--- src/rtl/ucsbece154b_branch_resolve_pkg.sv ---
// ucsbece154b_branch_resolve_pkg
//   Shared constants for the branch-resolution slice: RISC-V control-flow
//   opcodes, the IDLE/RECOVER state encoding, and opcode decode helpers.
package ucsbece154b_branch_resolve_pkg;

    localparam logic [6:0] instr_branch_op = 7'b1100011;
    localparam logic [6:0] instr_jal_op    = 7'b1101111;
    localparam logic [6:0] instr_jalr_op   = 7'b1100111;

    typedef enum logic {
        BR_IDLE    = 1'b0,
        BR_RECOVER = 1'b1
    } br_state_t;

    function automatic logic is_branch(input logic [6:0] op);
        return op == instr_branch_op;
    endfunction

    function automatic logic is_jump(input logic [6:0] op);
        return (op == instr_jal_op) || (op == instr_jalr_op);
    endfunction

endpackage

--- src/rtl/ucsbece154b_bp_meta_pipe.sv ---
// ucsbece154b_bp_meta_pipe
//   One pipeline register for branch-prediction metadata travelling beside
//   an instruction.
//   Ports:
//     clk, reset_i                      clock, async active-high reset
//     stall_i, flush_i                  hold / kill (flush wins over stall)
//     valid_i, pc_i, pred_taken_i,
//     pred_target_i, pht_addr_i         metadata from the previous stage
//     valid_o, pc_o, pred_taken_o,
//     pred_target_o, pht_addr_o         registered metadata
module ucsbece154b_bp_meta_pipe
    import ucsbece154b_branch_resolve_pkg::*;
#(
    parameter int NUM_GHR_BITS = 5
) (
    input  logic                    clk,
    input  logic                    reset_i,
    input  logic                    stall_i,
    input  logic                    flush_i,
    input  logic                    valid_i,
    input  logic [31:0]             pc_i,
    input  logic                    pred_taken_i,
    input  logic [31:0]             pred_target_i,
    input  logic [NUM_GHR_BITS-1:0] pht_addr_i,
    output logic                    valid_o,
    output logic [31:0]             pc_o,
    output logic                    pred_taken_o,
    output logic [31:0]             pred_target_o,
    output logic [NUM_GHR_BITS-1:0] pht_addr_o
);

    always_ff @(posedge clk or posedge reset_i) begin
        if (reset_i) begin
            valid_o       <= 1'b0;
            pc_o          <= '0;
            pred_taken_o  <= 1'b0;
            pred_target_o <= '0;
            pht_addr_o    <= '0;
        end else if (flush_i) begin
            // A bubble only needs valid and predTaken cleared; the other
            // fields are don't-care once valid is low.
            valid_o      <= 1'b0;
            pred_taken_o <= 1'b0;
        end else if (!stall_i) begin
            valid_o       <= valid_i;
            pc_o          <= pc_i;
            pred_taken_o  <= pred_taken_i;
            pred_target_o <= pred_target_i;
            pht_addr_o    <= pht_addr_i;
        end
    end

endmodule

--- src/rtl/ucsbece154b_branch_resolve.sv ---
// ucsbece154b_branch_resolve
//   Execute-stage branch resolution and predictor update. Carries each fetched
//   instruction's prediction F->D->E, compares it with the actual outcome,
//   raises a redirect, and drives the BTB write / PHT update / GHR reset ports.
//   Ports:
//     clk, reset_i                     clock, async active-high reset
//     pcF_i, BranchTakenF_i,
//     BTBtargetF_i, PHTreadaddressF_i  fetch-stage prediction
//     StallD_i, FlushD_i,
//     StallE_i, FlushE_i               hazard-unit controls
//     opE_i, BranchCondE_i, PCTargetE_i  execute-stage outcome
//     MispredictE_o, PCCorrectE_o      redirect (combinational)
//     BTB_we_o, BTBwriteaddress_o,
//     BTBwritedata_o                   BTB write port
//     PHTwe_o, PHTincrement_o,
//     PHTwriteaddress_o                PHT update port
//     GHRreset_o                       registered GHR clear
//   Optional: define BRANCH_STATS_EN to add branch_count_o and
//   mispredict_count_o (saturating 32-bit counters).
module ucsbece154b_branch_resolve
    import ucsbece154b_branch_resolve_pkg::*;
#(
    parameter int NUM_BTB_ENTRIES = 32,
    parameter int NUM_GHR_BITS    = 5
) (
    input  logic                               clk,
    input  logic                               reset_i,
    input  logic [31:0]                        pcF_i,
    input  logic                               BranchTakenF_i,
    input  logic [31:0]                        BTBtargetF_i,
    input  logic [NUM_GHR_BITS-1:0]            PHTreadaddressF_i,
    input  logic                               StallD_i,
    input  logic                               FlushD_i,
    input  logic                               StallE_i,
    input  logic                               FlushE_i,
    input  logic [6:0]                         opE_i,
    input  logic                               BranchCondE_i,
    input  logic [31:0]                        PCTargetE_i,
    output logic                               MispredictE_o,
    output logic [31:0]                        PCCorrectE_o,
    output logic                               BTB_we_o,
    output logic [$clog2(NUM_BTB_ENTRIES)-1:0] BTBwriteaddress_o,
    output logic [31:0]                        BTBwritedata_o,
    output logic                               PHTwe_o,
    output logic                               PHTincrement_o,
    output logic [NUM_GHR_BITS-1:0]            PHTwriteaddress_o,
    output logic                               GHRreset_o
`ifdef BRANCH_STATS_EN
    ,
    output logic [31:0]                        branch_count_o,
    output logic [31:0]                        mispredict_count_o
`endif
);

    localparam int BTB_IDX_W = $clog2(NUM_BTB_ENTRIES);

    logic                    valid_d, pt_d, valid_e, pt_e;
    logic [31:0]             pc_d, tgt_d, pc_e, tgt_e;
    logic [NUM_GHR_BITS-1:0] pht_d, pht_e;

    // Fetch always presents a real instruction; bubbles come from flushes.
    ucsbece154b_bp_meta_pipe #(.NUM_GHR_BITS(NUM_GHR_BITS)) u_meta_d (
        .clk          (clk),
        .reset_i      (reset_i),
        .stall_i      (StallD_i),
        .flush_i      (FlushD_i),
        .valid_i      (1'b1),
        .pc_i         (pcF_i),
        .pred_taken_i (BranchTakenF_i),
        .pred_target_i(BTBtargetF_i),
        .pht_addr_i   (PHTreadaddressF_i),
        .valid_o      (valid_d),
        .pc_o         (pc_d),
        .pred_taken_o (pt_d),
        .pred_target_o(tgt_d),
        .pht_addr_o   (pht_d)
    );

    ucsbece154b_bp_meta_pipe #(.NUM_GHR_BITS(NUM_GHR_BITS)) u_meta_e (
        .clk          (clk),
        .reset_i      (reset_i),
        .stall_i      (StallE_i),
        .flush_i      (FlushE_i),
        .valid_i      (valid_d),
        .pc_i         (pc_d),
        .pred_taken_i (pt_d),
        .pred_target_i(tgt_d),
        .pht_addr_i   (pht_d),
        .valid_o      (valid_e),
        .pc_o         (pc_e),
        .pred_taken_o (pt_e),
        .pred_target_o(tgt_e),
        .pht_addr_o   (pht_e)
    );

    br_state_t state;

    logic is_b, is_j, is_cf, actual_taken, tgt_diff, res;
    logic mispredict, btb_we, pht_we;

    always_comb begin
        is_b         = is_branch(opE_i);
        is_j         = is_jump(opE_i);
        is_cf        = is_b | is_j;
        actual_taken = is_j | (is_b & BranchCondE_i);
        tgt_diff     = tgt_e != PCTargetE_i;
        // Resolve once, in the cycle the instruction leaves E; RECOVER
        // means E holds wrong-path work.
        res          = valid_e & !StallE_i & (state == BR_IDLE);
        // A non-CF op predicted taken falls out of the first term.
        mispredict   = res & ((actual_taken != pt_e) |
                              (actual_taken & pt_e & tgt_diff));
        btb_we       = res & is_cf & actual_taken & (!pt_e | tgt_diff);
        pht_we       = res & is_b;
    end

    assign MispredictE_o     = mispredict;
    assign PCCorrectE_o      = !mispredict  ? 32'h0 :
                               actual_taken ? PCTargetE_i : pc_e + 32'd4;
    assign BTB_we_o          = btb_we;
    assign BTBwriteaddress_o = btb_we ? pc_e[BTB_IDX_W+1:2] : '0;
    assign BTBwritedata_o    = btb_we ? PCTargetE_i : 32'h0;
    assign PHTwe_o           = pht_we;
    assign PHTincrement_o    = pht_we & BranchCondE_i;
    assign PHTwriteaddress_o = pht_we ? pht_e : '0;

    always_ff @(posedge clk or posedge reset_i) begin
        if (reset_i) begin
            state      <= BR_IDLE;
            GHRreset_o <= 1'b0;
        end else begin
            case (state)
                BR_IDLE: begin
                    state      <= mispredict ? BR_RECOVER : BR_IDLE;
                    // Jumps don't touch history, so only a branch
                    // mispredict invalidates the speculative GHR.
                    GHRreset_o <= mispredict & is_b;
                end
                default: begin
                    state      <= BR_IDLE;
                    GHRreset_o <= 1'b0;
                end
            endcase
        end
    end

`ifdef BRANCH_STATS_EN
    always_ff @(posedge clk or posedge reset_i) begin
        if (reset_i) begin
            branch_count_o     <= '0;
            mispredict_count_o <= '0;
        end else begin
            if (res & is_cf && branch_count_o != 32'hFFFF_FFFF)
                branch_count_o <= branch_count_o + 32'd1;
            if (mispredict && mispredict_count_o != 32'hFFFF_FFFF)
                mispredict_count_o <= mispredict_count_o + 32'd1;
        end
    end
`endif

endmodule

--- config.mk ---
export PLATFORM = sky130hd
export DESIGN_NAME = ucsbece154b_branch_resolve
export DESIGN_NICKNAME = d
export VERILOG_FILES = /design/src/rtl/ucsbece154b_branch_resolve_pkg.sv /design/src/rtl/ucsbece154b_bp_meta_pipe.sv /design/src/rtl/ucsbece154b_branch_resolve.sv
export SDC_FILE = /design/constraint.sdc
export NUM_CORES = 1
export LEC_CHECK = 0
export CORE_MARGIN = 1.5
export CORE_UTILIZATION = 45
export CTS_BUF_LIST = sky130_fd_sc_hd__clkbuf_2
export CTS_CLUSTER_SIZE = 24
export DETAILED_ROUTE_END_ITERATION = 6
export PLACE_DENSITY = 0.79
export SLEW_MARGIN = 20
export SYNTH_ARGS = -nofsm -noshare
export SYNTH_HDL_FRONTEND = slang
export SYNTH_SLANG_ARGS = --single-unit
--- constraint.sdc ---
create_clock -name clk -period 4.8 [get_ports clk]
set_clock_uncertainty 0.05 [all_clocks]
set_input_delay 0.96 -clock clk [delete_from_list [all_inputs] [get_ports clk]]
set_output_delay 0.96 -clock clk [all_outputs]
set_load 0.005 [all_outputs]
[Yosys cells after proc, flatten, opt, wreduce, memory -nomap -nowiden]
Cells that the tools add are included.
Operators by class
  add/sub/neg operators: 1
  multipliers: 0
  divide/modulo/power cells: 0
  magnitude comparators: 0
  equality and inequality tests: 7
  shift operators: 0
  mux-type cells: 16
  bitwise gates (word level): 21
  reduce and logical (&&, ||, !) cells: 5
Operators by type and width (count)
  $mux 32: 3
  $add 32x3->32 const B: 1
  $ne 32x32->1: 1
  $eq 7x7->1 const B: 3
  $and 1x1->1: 12
  $mux 1: 11
  $mux 5: 2
  $not 1->1: 5
  $ne 2x1->1 const B: 2
  $or 1x1->1: 4
  $reduce_and 2->1: 2
  $logic_not 1->1: 2
  $logic_or 1x1->1: 1
  $ne 1x1->1: 1
Word-level totals
  flip-flop bits (word level): 144
  latch bits: 0
  memory bits (writable): 0
  memory bits (read-only): 0
  input bits: 116
  output and inout bits: 79
  word-level logic and storage cells: 62
  memories kept: 0

[Longest topological paths before layout]
Gate-level depths: netlist of the first run.
  depth in word-level cells: 9
  mapped depth: 10

[Cells and area by module]
Synthesis of the first run repeated with hierarchy kept, for this count alone.
Unflattened totals
  cell total of the unflattened synthesis: 569
  area total of the unflattened synthesis: 7084.3 um^2
Modules (own cells, without submodules)
  ucsbece154b_bp_meta_pipe: instances 2, cells each 153, area an instance 2681.3 um^2, sequential area each 1776.7 um^2
  ucsbece154b_branch_resolve: instances 1, cells each 263, area an instance 1721.7 um^2, sequential area each 50.0 um^2

[Least setup slack after synthesis of the first run]
No wires, ideal clock.
  path type: input-to-output
  from: input opE_i[1]
  to: output PCCorrectE_o[28]
  arrival: 2626 ps
  setup slack: 1164 ps
  cell stages on the path: 10
  cell sequence: nor2b_1 > nand4_1 > or2_2 > clkbuf_1 > inv_1 > ha_1 > a21boi_1 > o211ai_2 > buf_2 > a211oi_1
On the way
  word-level cells in the longest chain between the ends: 8
RTL lines
  from (decl): RTL line ucsbece154b_branch_resolve.sv:36  | input logic [6:0] opE_i,
  $eq 7x7->1 (on tied branches): RTL line ucsbece154b_branch_resolve_pkg.sv:16, ucsbece154b_branch_resolve_pkg.sv:20
  $and 1x1->1 or $logic_or 1x1->1 (tied branches): RTL line ucsbece154b_branch_resolve.sv:105, ucsbece154b_branch_resolve_pkg.sv:20
  $or 1x1->1 *: RTL line ucsbece154b_branch_resolve.sv:105  | actual_taken = is_j | (is_b & BranchCondE_i);
  $and 1x1->1 (2 in series): RTL line ucsbece154b_branch_resolve.sv:112  | (actual_taken & pt_e & tgt_diff));
  $or 1x1->1: RTL line ucsbece154b_branch_resolve.sv:111  | mispredict = res & ((actual_taken != pt_e) |
  $and 1x1->1: RTL line ucsbece154b_branch_resolve.sv:111
  $mux 32 *: RTL line ucsbece154b_branch_resolve.sv:118  | assign PCCorrectE_o = !mispredict ? 32'h0 :
  to (decl): RTL line ucsbece154b_branch_resolve.sv:40  | output logic [31:0] PCCorrectE_o,
Mark *: on every way between the ends. The rest lies on a longest branch, timed or not.

[Worst setup path in the final report of the first run]
  from: input opE_i[1]
  to: output PCCorrectE_o[21]
The elaborated chain is that of the path after synthesis.

==> flow_metrics.env, run 1 <==
export IMPL_syn_mean_instance_area_sq_um=12.27
export IMPL_clock_path_buffers=2
export IMPL_ys_async_sr_fraction=1.000
export IMPL_dp_cells=936
export IMPL_port_buffers=194
export IMPL_route_detailed_drc=0
export IMPL_final_nets=885
export IMPL_synth_ff_type="dfrtp_1"
export IMPL_tightest_slew_ns=1.021
export IMPL_power_leakage_nw=3.723
export IMPL_die_h_um=127.7
export IMPL_clkPwrFrac=0.214
export IMPL_hold_viol=0
export IMPL_synth_edf_count=0
export IMPL_coreArea_sq_um=15200
export IMPL_maxSlewViolCount=0
export IMPL_yosysWarnings=0
export IMPL_die_area_sq_um=16300
export IMPL_row_count=45
export IMPL_layoutNonFillerInstCount=968
export IMPL_firstDrtPassIters=4
export IMPL_synth_area_leaders="dfrtp_1, mux2_2, xnor2_1, and2_1, a211oi_1"
export IMPL_p_comb_frac=0.212
export IMPL_dp_slack_ns=0.1063
export IMPL_slew_headroom=0.3177
export IMPL_gp_congestion=0.9722
export IMPL_max_freq_mhz=213.6
export IMPL_drive_above_1_share=0.2516
export IMPL_total_power_mw=2.849
export IMPL_synth_top_area_share=0.5151
export IMPL_grt_max_degree=107
export IMPL_synth_distinct_cells=35
export IMPL_finalCritPeriodShare=0.9752
export IMPL_reg2reg_to="state$_DFF_PP0_"
export IMPL_area_delta_synth_final_pct=34.56
export IMPL_syn_nets=688
export IMPL_r2r_slack_ns=2.77
export IMPL_dpl_hpwl_mm=14.49
export IMPL_use_met1=0.3125
export IMPL_start_kind="input port"
export IMPL_status="finished clean"
export IMPL_detail_route_wl_per_cell_um=19.81
export IMPL_hold_class="reg -> reg"
export IMPL_cp_arrival_ns=3.67
export IMPL_ios=195
export IMPL_postCtsHoldBufs=0
export IMPL_finalSetupViolCount=0
export IMPL_vias_per_cell=5.340
export IMPL_drt_initial_drc_count=273
export IMPL_p_switching_mw=0.8618
export IMPL_max_vdd_ir_drop_v=0.0002179
export IMPL_crit_end="PCCorrectE_o[21]"
export IMPL_grt_pass1_wl_mm=29.70
export IMPL_antenna_found_initial=1
export IMPL_ant_nets=0
export IMPL_cp_required_ns=3.79
export IMPL_post_route_util=0.6192
export IMPL_seqPwrFrac=0.574
export IMPL_crit_start="opE_i[1]"
export IMPL_grt_pass1_vias=5373
export IMPL_htreeDepth=4
export IMPL_p_int_mw=1.987
export IMPL_setup_ws_ns=0.1190
export IMPL_clock_root_buffer="clkbuf_2"
export IMPL_grt_use_total=0.2427
export IMPL_clock_sinks=144
export IMPL_use_met2=0.4064
export IMPL_worstPathMaxFanout=34
export IMPL_clkLatencyLatePin_ns=0.69
export IMPL_grt_util_met3=0.04591
export IMPL_start_util=0.4602
export IMPL_end_kind="primary output"
export IMPL_synth_seq_cells=144
export IMPL_yosysTopAreaCell="dfrtp_1"
export IMPL_worstSetupPathType="in -> out"
export IMPL_fp_dieW_um=127.7
export IMPL_ff2ff_path_depth=7
export IMPL_fin_crit_ns=4.681
export IMPL_path_clk_slew_ns=0.20
export IMPL_synth_cells=570
export IMPL_grt_setup_unrepaired="false"
export IMPL_powerDensity_nw_per_um2=302.7
export IMPL_ys_seq_area_frac=0.5151
export IMPL_cts_buffers=17
export IMPL_maxCapViolCount=0
export IMPL_netlist_area_sq_um=6995
export IMPL_cts_setup_buffers=0
export IMPL_overflow=0
export IMPL_setup_tns_ns=0
export IMPL_tritoncts="done"
export IMPL_routed_wl_mm=19.18
export IMPL_cts_resized=0
export IMPL_busiest_layer="met2"
export IMPL_vias=5169
export IMPL_swShare=0.3025
export IMPL_reg2reg_from="u_meta_e.pred_target_o[15]$_DFFE_PP0P_"
## stage by stage
step / hold WS (ns) / area [sq um]
3_3_place_gp: 0.4210 / 9210
4_1_cts: 0.4809 / 9402
3_5_place_dp: 0.4383 / 9210
5_1_grt: 0.4908 / 9413
6_report: 0.4679 / 9413
2_1_floorplan: 0.3960 / 6999
## area by class of cell
class	instances	area, sq um
fill	1195	5789
sequential	144	3603
multi-input combinational	389	3269
timing repair buffer	207	2077
tap	188	235.2
clock inverter	12	96.34
clock buffer	19	95.09
inverter	8	33.78
antenna	1	2.502
## how the worst min path moves through the flow
| stage | depth (start not counted) | endpoint | start | slack (ns) |
|---|---|---|---|---|
| after floorplan | 2 | u_meta_e.pc_o[9]$_DFFE_PP0P_ | u_meta_d.pc_o[9]$_DFFE_PP0P_ | 0.40 |
| after global placement | 2 | u_meta_e.pc_o[9]$_DFFE_PP0P_ | u_meta_d.pc_o[9]$_DFFE_PP0P_ | 0.42 |
| after detailed placement | 1 | u_meta_e.pred_target_o[23]$_DFFE_PP0P_ | u_meta_d.pred_target_o[23]$_DFFE_PP0P_ | 0.44 |
| after CTS | 1 | u_meta_e.pc_o[5]$_DFFE_PP0P_ | u_meta_d.pc_o[5]$_DFFE_PP0P_ | 0.48 |
| after global routing | 1 | u_meta_e.pht_addr_o[1]$_DFFE_PP0P_ | u_meta_d.pht_addr_o[1]$_DFFE_PP0P_ | 0.49 |
| final | 1 | u_meta_e.pc_o[0]$_DFFE_PP0P_ | u_meta_d.pc_o[0]$_DFFE_PP0P_ | 0.47 |
## kinds of logic after synthesis
| kind of cell | Yosys count | synth area share |
|---|---|---|
| XOR/XNOR | 60 | 0.07512 |
| AND/OR/NAND/NOR | 149 | 0.1170 |
| multiplexers | 140 | 0.2248 |
| AO/OA/AOI/OAI | 38 | 0.04185 |
| buffers and inverters | 37 | 0.02254 |
| adder cells (fa/ha/maj) | 2 | 0.003577 |
| flip-flops | 144 | 0.5151 |
## critical path, stage by stage
cell and delay [ns]:
clkdlybuf4s50_1 0.45, nor2b_1 0.12, nand4_1 0.14, or2_2 0.33, inv_1 0.13, ha_1 0.17
a21boi_2 0.20, o211ai_2 0.12, buf_12 0.19, a211oi_1 0.27, clkdlybuf4s50_1 0.56
## power by group through the flow
stage / Combinational, mW / Clock, mW / Sequential [mW]
floorplan: 0.403 / 0 / 1.59
global placement: 0.596 / 0 / 1.64
detailed placement: 0.609 / 0 / 1.66
CTS: 0.613 / 0.629 / 1.63
global route: 0.655 / 0.687 / 1.67
finish: 0.604 / 0.610 / 1.63
## sequential cells by signal (all words and copies together), names as in the netlist, 5 cells and up
| signal | cells |
|---|---|
| u_meta_e.pred_target_o | 32 |
| u_meta_d.pc_o | 32 |
| u_meta_e.pc_o | 32 |
| u_meta_d.pht_addr_o | 5 |
| u_meta_e.pht_addr_o | 5 |
| u_meta_d.pred_target_o | 32 |
## placed cells by master, fill, tap and decap left out, types with 2 or more instances in the layout
| master | count |
|---|---|
| and2_1 | 43 |
| mux2_2 | 137 |
| xnor2_1 | 40 |
| buf_12 | 3 |
| clkdlybuf4s50_1 | 194 |
| nor2_1 | 38 |
| nor4_1 | 2 |
| mux2i_1 | 3 |
| nor3_2 | 3 |
| clkbuf_2 | 19 |
| ha_1 | 2 |
| clkinv_4 | 2 |
| clkinv_1 | 3 |
| nand4_1 | 15 |
| and4_1 | 3 |
| clkinv_2 | 3 |
| nand2_1 | 15 |
| dfrtp_1 | 144 |
| buf_4 | 10 |
| nor2b_1 | 2 |
| inv_2 | 2 |
| a21oi_1 | 5 |
| inv_1 | 5 |
| nor2_4 | 2 |
| a211oi_1 | 26 |
| nand3_1 | 15 |
| xor2_1 | 20 |
| or3_1 | 2 |
| clkinvlp_4 | 4 |
| and3_1 | 4 |
| a211oi_2 | 3 |
## layer usage
layer  routed length, um  vias to the layer above
met3                 766                       37
met4                 585                        0
met2                9574                      144
met5                   0                        -
met1                8254                     2598
li1                    -                     2390
## cells in the mapped netlist (3+ instances only)
| cell type | count |
|---|---|
| nor2_1 | 40 |
| xor2_1 | 20 |
| nand3_1 | 15 |
| and2_1 | 43 |
| nand4_1 | 15 |
| a211oi_1 | 27 |
| buf_2 | 6 |
| mux2i_1 | 3 |
| nand2_1 | 15 |
| clkbuf_1 | 19 |
| inv_1 | 6 |
| and3_1 | 4 |
| mux2_2 | 137 |
| nor3_2 | 3 |
| dfrtp_1 | 144 |
| a21oi_1 | 5 |
| and4_1 | 3 |
| buf_4 | 3 |
| xnor2_1 | 40 |
No activity file was read; power rests on OpenSTA's default activity.
==> run 2: changes to the inputs <==
--- a/config.mk
+++ b/config.mk
@@ -5,12 +5,12 @@
 export SDC_FILE = /design/constraint.sdc
 export NUM_CORES = 1
 export LEC_CHECK = 0
-export CORE_MARGIN = 1.5
 export CORE_UTILIZATION = 45
 export CTS_BUF_LIST = sky130_fd_sc_hd__clkbuf_2
 export CTS_CLUSTER_SIZE = 24
 export DETAILED_ROUTE_END_ITERATION = 6
 export PLACE_DENSITY = 0.79
+export SETUP_SLACK_MARGIN = 0.5
 export SLEW_MARGIN = 20
 export SYNTH_ARGS = -nofsm -noshare
 export SYNTH_HDL_FRONTEND = slang
==> flow_metrics.env, run 2 (synthesis gave the netlist of run 1 again) <==
export IMPL_tightest_slew_ns=0.7821
export IMPL_setup_tns_ns=0
export IMPL_cts_buffers=17
export IMPL_htreeDepth=4
export IMPL_finalCritPeriodShare=0.9111
export IMPL_coreArea_sq_um=15200
export IMPL_max_vdd_ir_drop_v=0.0002555
export IMPL_stdcell_area_sq_um=9856
export IMPL_end_kind="primary output"
export IMPL_clock_root_buffer="clkbuf_2"
export IMPL_grt_use_total=0.2558
export IMPL_whs_ns=0.4572
export IMPL_gp_congestion=0.9329
export IMPL_place_area_sq_um=9238
export IMPL_tritoncts="done"
export IMPL_ios=195
export IMPL_dpl_hpwl_mm=14.53
export IMPL_power_leakage_nw=4.918
export IMPL_status="finished clean"
export IMPL_hold_viol=0
export IMPL_die_area_sq_um=16050
export IMPL_post_route_util=0.6483
export IMPL_clock_path_buffers=2
export IMPL_start_util=0.4602
export IMPL_port_buffers=194
export IMPL_grt_pass1_vias=5542
export IMPL_final_nets=909
export IMPL_fp_dieW_um=126.7
export IMPL_fin_crit_ns=4.373
export IMPL_layoutNonFillerInstCount=990
export IMPL_vias_per_cell=5.423
export IMPL_area_delta_synth_final_pct=40.89
export IMPL_finalSetupViolCount=0
export IMPL_worstSetupPathType="in -> out"
export IMPL_clock_sinks=144
export IMPL_setup_ws_ns=0.4268
export IMPL_grt_pass1_wl_mm=30.85
export IMPL_drt_initial_drc_count=274
export IMPL_drive_above_1_share=0.3233
export IMPL_cp_arrival_ns=3.36
export IMPL_row_count=45
export IMPL_slew_headroom=0.4775
export IMPL_cp_required_ns=3.79
export IMPL_route_detailed_drc=0
export IMPL_postCtsHoldBufs=0
export IMPL_overflow=0
export IMPL_maxCapViolCount=0
export IMPL_routed_wl_mm=20.41
export IMPL_firstDrtPassIters=4
export IMPL_max_freq_mhz=228.7
export IMPL_start_kind="input port"
export IMPL_hold_class="reg -> reg"
export IMPL_ff2ff_path_depth=9
export IMPL_final_cell_mix="dfrtp_1, mux2_2, clkdlybuf4s50_1"
export IMPL_worstPathMaxFanout=10
export IMPL_dp_slack_ns=0.1940
export IMPL_detail_route_wl_per_cell_um=20.61
export IMPL_antenna_found_initial=1
export IMPL_powerDensity_nw_per_um2=296.5
export IMPL_maxSlewViolCount=0
export IMPL_vias=5369
export IMPL_ant_nets=0
export IMPL_layout_commonest_cell="dfrtp_1"
export IMPL_grt_max_degree=66
export IMPL_grt_setup_unrepaired="true"
export IMPL_hold_depth=1
export IMPL_die_h_um=126.7
export IMPL_path_clk_slew_ns=0.21
export IMPL_clkLatencyLatePin_ns=0.72
export IMPL_dp_cells=938
export IMPL_total_power_mw=2.922
run 2: timing repair:
| item | CTS | global route |
|---|---|---|
| setup endpoints to repair | 77 | 78 |
| pin swaps | 8 | 13 |
| setup buffers | 11 | 8 |
| gates cloned | 1 | 2 |
| endpoints found under the hold margin | 0 | 0 |
| resized for setup | 64 | 116 |
run 2: cell type report:
cell class | count | area (sq um)
Clock inverter | 12 | 122.6
Timing Repair Buffer | 231 | 2366
Inverter | 8 | 36.28
Multi-Input combinational cell | 389 | 3402
Sequential cell | 144 | 3606
Tap cell | 188 | 235.2
Clock buffer | 17 | 85.08
Fill cell | 1180 | 5346
Antenna cell | 1 | 2.502
run 2: path summary, 6_finish.rpt:
kind | from | to | slack [ns]
worst max-delay path | opE_i[6] | BTBwritedata_o[3] | 0.43
worst min-delay path | u_meta_d.pc_o[13]$_DFFE_PP0P_ | u_meta_e.pc_o[13]$_DFFE_PP0P_ | 0.46
worst max register to register | u_meta_e.pred_target_o[15]$_DFFE_PP0P_ | state$_DFF_PP0_ | 2.66
worst min register to register | u_meta_d.pc_o[13]$_DFFE_PP0P_ | u_meta_e.pc_o[13]$_DFFE_PP0P_ | 0.46
max in group asynchronous | reset_i | u_meta_e.pc_o[20]$_DFFE_PP0P_ | 2.98
min in group asynchronous | reset_i | u_meta_d.pc_o[29]$_DFFE_PP0P_ | 0.65
run 2: worst max-delay path, stage by stage:
cell	delay, ns
clkdlybuf4s50_1	0.46
nand4_1	0.13
or4b_4	0.60
a311oi_4	0.25
buf_4	0.17
buf_6	0.12
and2_1	0.14
clkdlybuf4s50_1	0.53
run 2: per-layer routing:
metal | wire length, um | vias to the layer above | GRT usage
met3 | 820 | 53 | 0.04724
met5 | 0 | - | 0
met1 | 8657 | 2712 | 0.3187
met2 | 10340 | 168 | 0.4400
met4 | 588 | 0 | 0.1043
li1 | - | 2436 | -
run 2: report_power, final:
group / switching [mW] / internal [mW]
sequential: 0.195 / 1.44
combinational: 0.252 / 0.373
clock: 0.437 / 0.225
total: 0.884 / 2.04
==> run 3: changes to the inputs <==
--- a/config.mk
+++ b/config.mk
@@ -5,6 +5,7 @@
 export SDC_FILE = /design/constraint.sdc
 export NUM_CORES = 1
 export LEC_CHECK = 0
+export CORE_ASPECT_RATIO = 1.4
 export CORE_UTILIZATION = 45
 export CTS_BUF_LIST = sky130_fd_sc_hd__clkbuf_2
 export CTS_CLUSTER_SIZE = 24
==> flow_metrics.env, run 3 (synthesis gave the netlist of run 1 again) <==
export IMPL_clock_root_buffer="clkbuf_2"
export IMPL_worstPathMaxFanout=61
export IMPL_finalCritPeriodShare=0.8856
export IMPL_path_buf_inv=4
export IMPL_htreeDepth=4
export IMPL_r2r_slack_ns=2.63
export IMPL_slowest_stage="clkdlybuf4s50_1"
export IMPL_cts_buffers=17
export IMPL_seqPwrFrac=0.538
export IMPL_topRoutingLayerUsed="met4"
export IMPL_crit_chain="clkdlybuf4s50_1, inv_1, a21oi_2, or2_4, clkbuf_8, nand2_1, a21oi_1, clkdlybuf4s50_1"
export IMPL_slew_headroom=0.4926
export IMPL_final_nets=905
export IMPL_start_util=0.4627
export IMPL_fp_dieW_um=107.4
export IMPL_grt_pass1_vias=5620
export IMPL_final_cell_mix="dfrtp_1, mux2_2, clkdlybuf4s50_1"
export IMPL_route_detailed_drc=0
export IMPL_die_area_sq_um=16060
export IMPL_ios=195
export IMPL_reg2reg_from="u_meta_e.pred_target_o[5]$_DFFE_PP0P_"
export IMPL_detail_route_wl_per_cell_um=20.58
export IMPL_max_vdd_ir_drop_v=0.0001771
export IMPL_cp_required_ns=3.79
export IMPL_postCtsHoldBufs=0
export IMPL_critPathTopFamily="buffers and inverters"
export IMPL_grt_pass1_wl_mm=30.44
export IMPL_vias=5330
export IMPL_setup_tns_ns=0
export IMPL_crit_end="PCCorrectE_o[0]"
export IMPL_swShare=0.3015
export IMPL_start_kind="input port"
export IMPL_antenna_found_initial=2
export IMPL_gp_congestion=0.8285
export IMPL_whs_ns=0.4619
export IMPL_end_kind="primary output"
export IMPL_power_leakage_nw=4.471
export IMPL_cp_arrival_ns=3.24
export IMPL_status="finished clean"
export IMPL_worstSetupPathType="in -> out"
export IMPL_grt_setup_unrepaired="true"
export IMPL_die_h_um=149.5
export IMPL_vias_per_cell=5.362
export IMPL_drt_initial_drc_count=176
export IMPL_clkLatencyLatePin_ns=0.70
export IMPL_hold_class="reg -> reg"
export IMPL_reg2reg_to="state$_DFF_PP0_"
export IMPL_layout_commonest_cell="dfrtp_1"
export IMPL_crit_start="opE_i[3]"
export IMPL_routed_wl_mm=20.46
export IMPL_clock_path_buffers=2
export IMPL_ff2ff_path_depth=10
export IMPL_dpl_hpwl_mm=14.60
export IMPL_p_int_mw=2.118
export IMPL_met3WireLength_mm=1.051
export IMPL_firstDrtPassIters=4
export IMPL_maxCapViolCount=0
export IMPL_area_delta_synth_final_pct=40.99
export IMPL_overflow=0
export IMPL_maxSlewViolCount=0
export IMPL_worst_path_stages=8
export IMPL_met1_length_mm=7.898
export IMPL_p_switching_mw=0.9144
export IMPL_hold_viol=0
export IMPL_clock_sinks=144
export IMPL_max_freq_mhz=235.3
export IMPL_fin_crit_ns=4.251
export IMPL_drive_above_1_share=0.3300
export IMPL_coreArea_sq_um=15120
export IMPL_port_buffers=194
export IMPL_hold_depth=1
export IMPL_path_clk_slew_ns=0.22
export IMPL_row_count=53
export IMPL_clkPwrFrac=0.253
export IMPL_grt_use_total=0.2577
export IMPL_finalSetupViolCount=0
export IMPL_powerDensity_nw_per_um2=307.5
export IMPL_ant_nets=0
export IMPL_grt_max_degree=145
export IMPL_routed_wl_met2_mm=10.95
export IMPL_cp_common_cell="clkdlybuf4s50_1"
export IMPL_tritoncts="done"
export IMPL_p_comb_frac=0.208
export IMPL_tightest_slew_ns=0.7611
export IMPL_slowest_delay_ns=0.52
[run 3: per-stage QoR]
stage / setup slack (ns) / std cells / power [mW] / area (sq um) / utilization
CTS: 0.4401 / 986 / 3.035 / 9702 / 0.6417
global route: 0.4460 / 994 / 3.187 / 9863 / 0.6524
finish: 0.5493 / 994 / 3.033 / 9863 / 0.6524
floorplan: 1.164 / 570 / 1.990 / 6999 / -
global placement: 0.2373 / 939 / 2.225 / 9208 / 0.6090
detailed placement: 0.1102 / 939 / 2.258 / 9208 / 0.6090
[run 3: what timing repair did]
item                                    4_1_cts  5_1_grt
endpoints found under the setup margin       77       66
pin swaps                                     7       11
gates cloned                                  5        0
gates resized for setup                     133       64
setup buffers                                10        6
[run 3: worst min-delay path by stage]
stage | end | start | slack (ns)
finish | u_meta_e.pc_o[22]$_DFFE_PP0P_ | u_meta_d.pc_o[22]$_DFFE_PP0P_ | 0.46
global route | u_meta_e.pc_o[28]$_DFFE_PP0P_ | u_meta_d.pc_o[28]$_DFFE_PP0P_ | 0.50
global placement | u_meta_e.pc_o[9]$_DFFE_PP0P_ | u_meta_d.pc_o[9]$_DFFE_PP0P_ | 0.42
CTS | u_meta_e.pc_o[28]$_DFFE_PP0P_ | u_meta_d.pc_o[28]$_DFFE_PP0P_ | 0.46
floorplan | u_meta_e.pc_o[9]$_DFFE_PP0P_ | u_meta_d.pc_o[9]$_DFFE_PP0P_ | 0.40
detailed placement | u_meta_e.pc_o[9]$_DFFE_PP0P_ | u_meta_d.pc_o[9]$_DFFE_PP0P_ | 0.44
[run 3: final cells by class]
cell class                 count  area, sq um
sequential                   144         3606
tap                          192        240.2
fill                        1155         5256
antenna                        2        5.005
timing repair buffer         227         2242
multi-input combinational    389         3460
clock buffer                  18        90.09
inverter                       8        36.28
clock inverter                14        183.9
[run 3: layer usage]
metal	vias up	GRT usage
met5	-	0
met4	0	0.09932
met3	40	0.05052
met2	198	0.4687
met1	2659	0.2952
li1	2433	-
[run 3: power by group through the flow]
stage | sequential (mW) | clock (mW) | combinational [mW]
detailed placement | 1.65 | 0 | 0.608
global placement | 1.63 | 0 | 0.592
CTS | 1.63 | 0.783 | 0.623
finish | 1.63 | 0.769 | 0.631
global route | 1.66 | 0.848 | 0.677
floorplan | 1.59 | 0 | 0.403
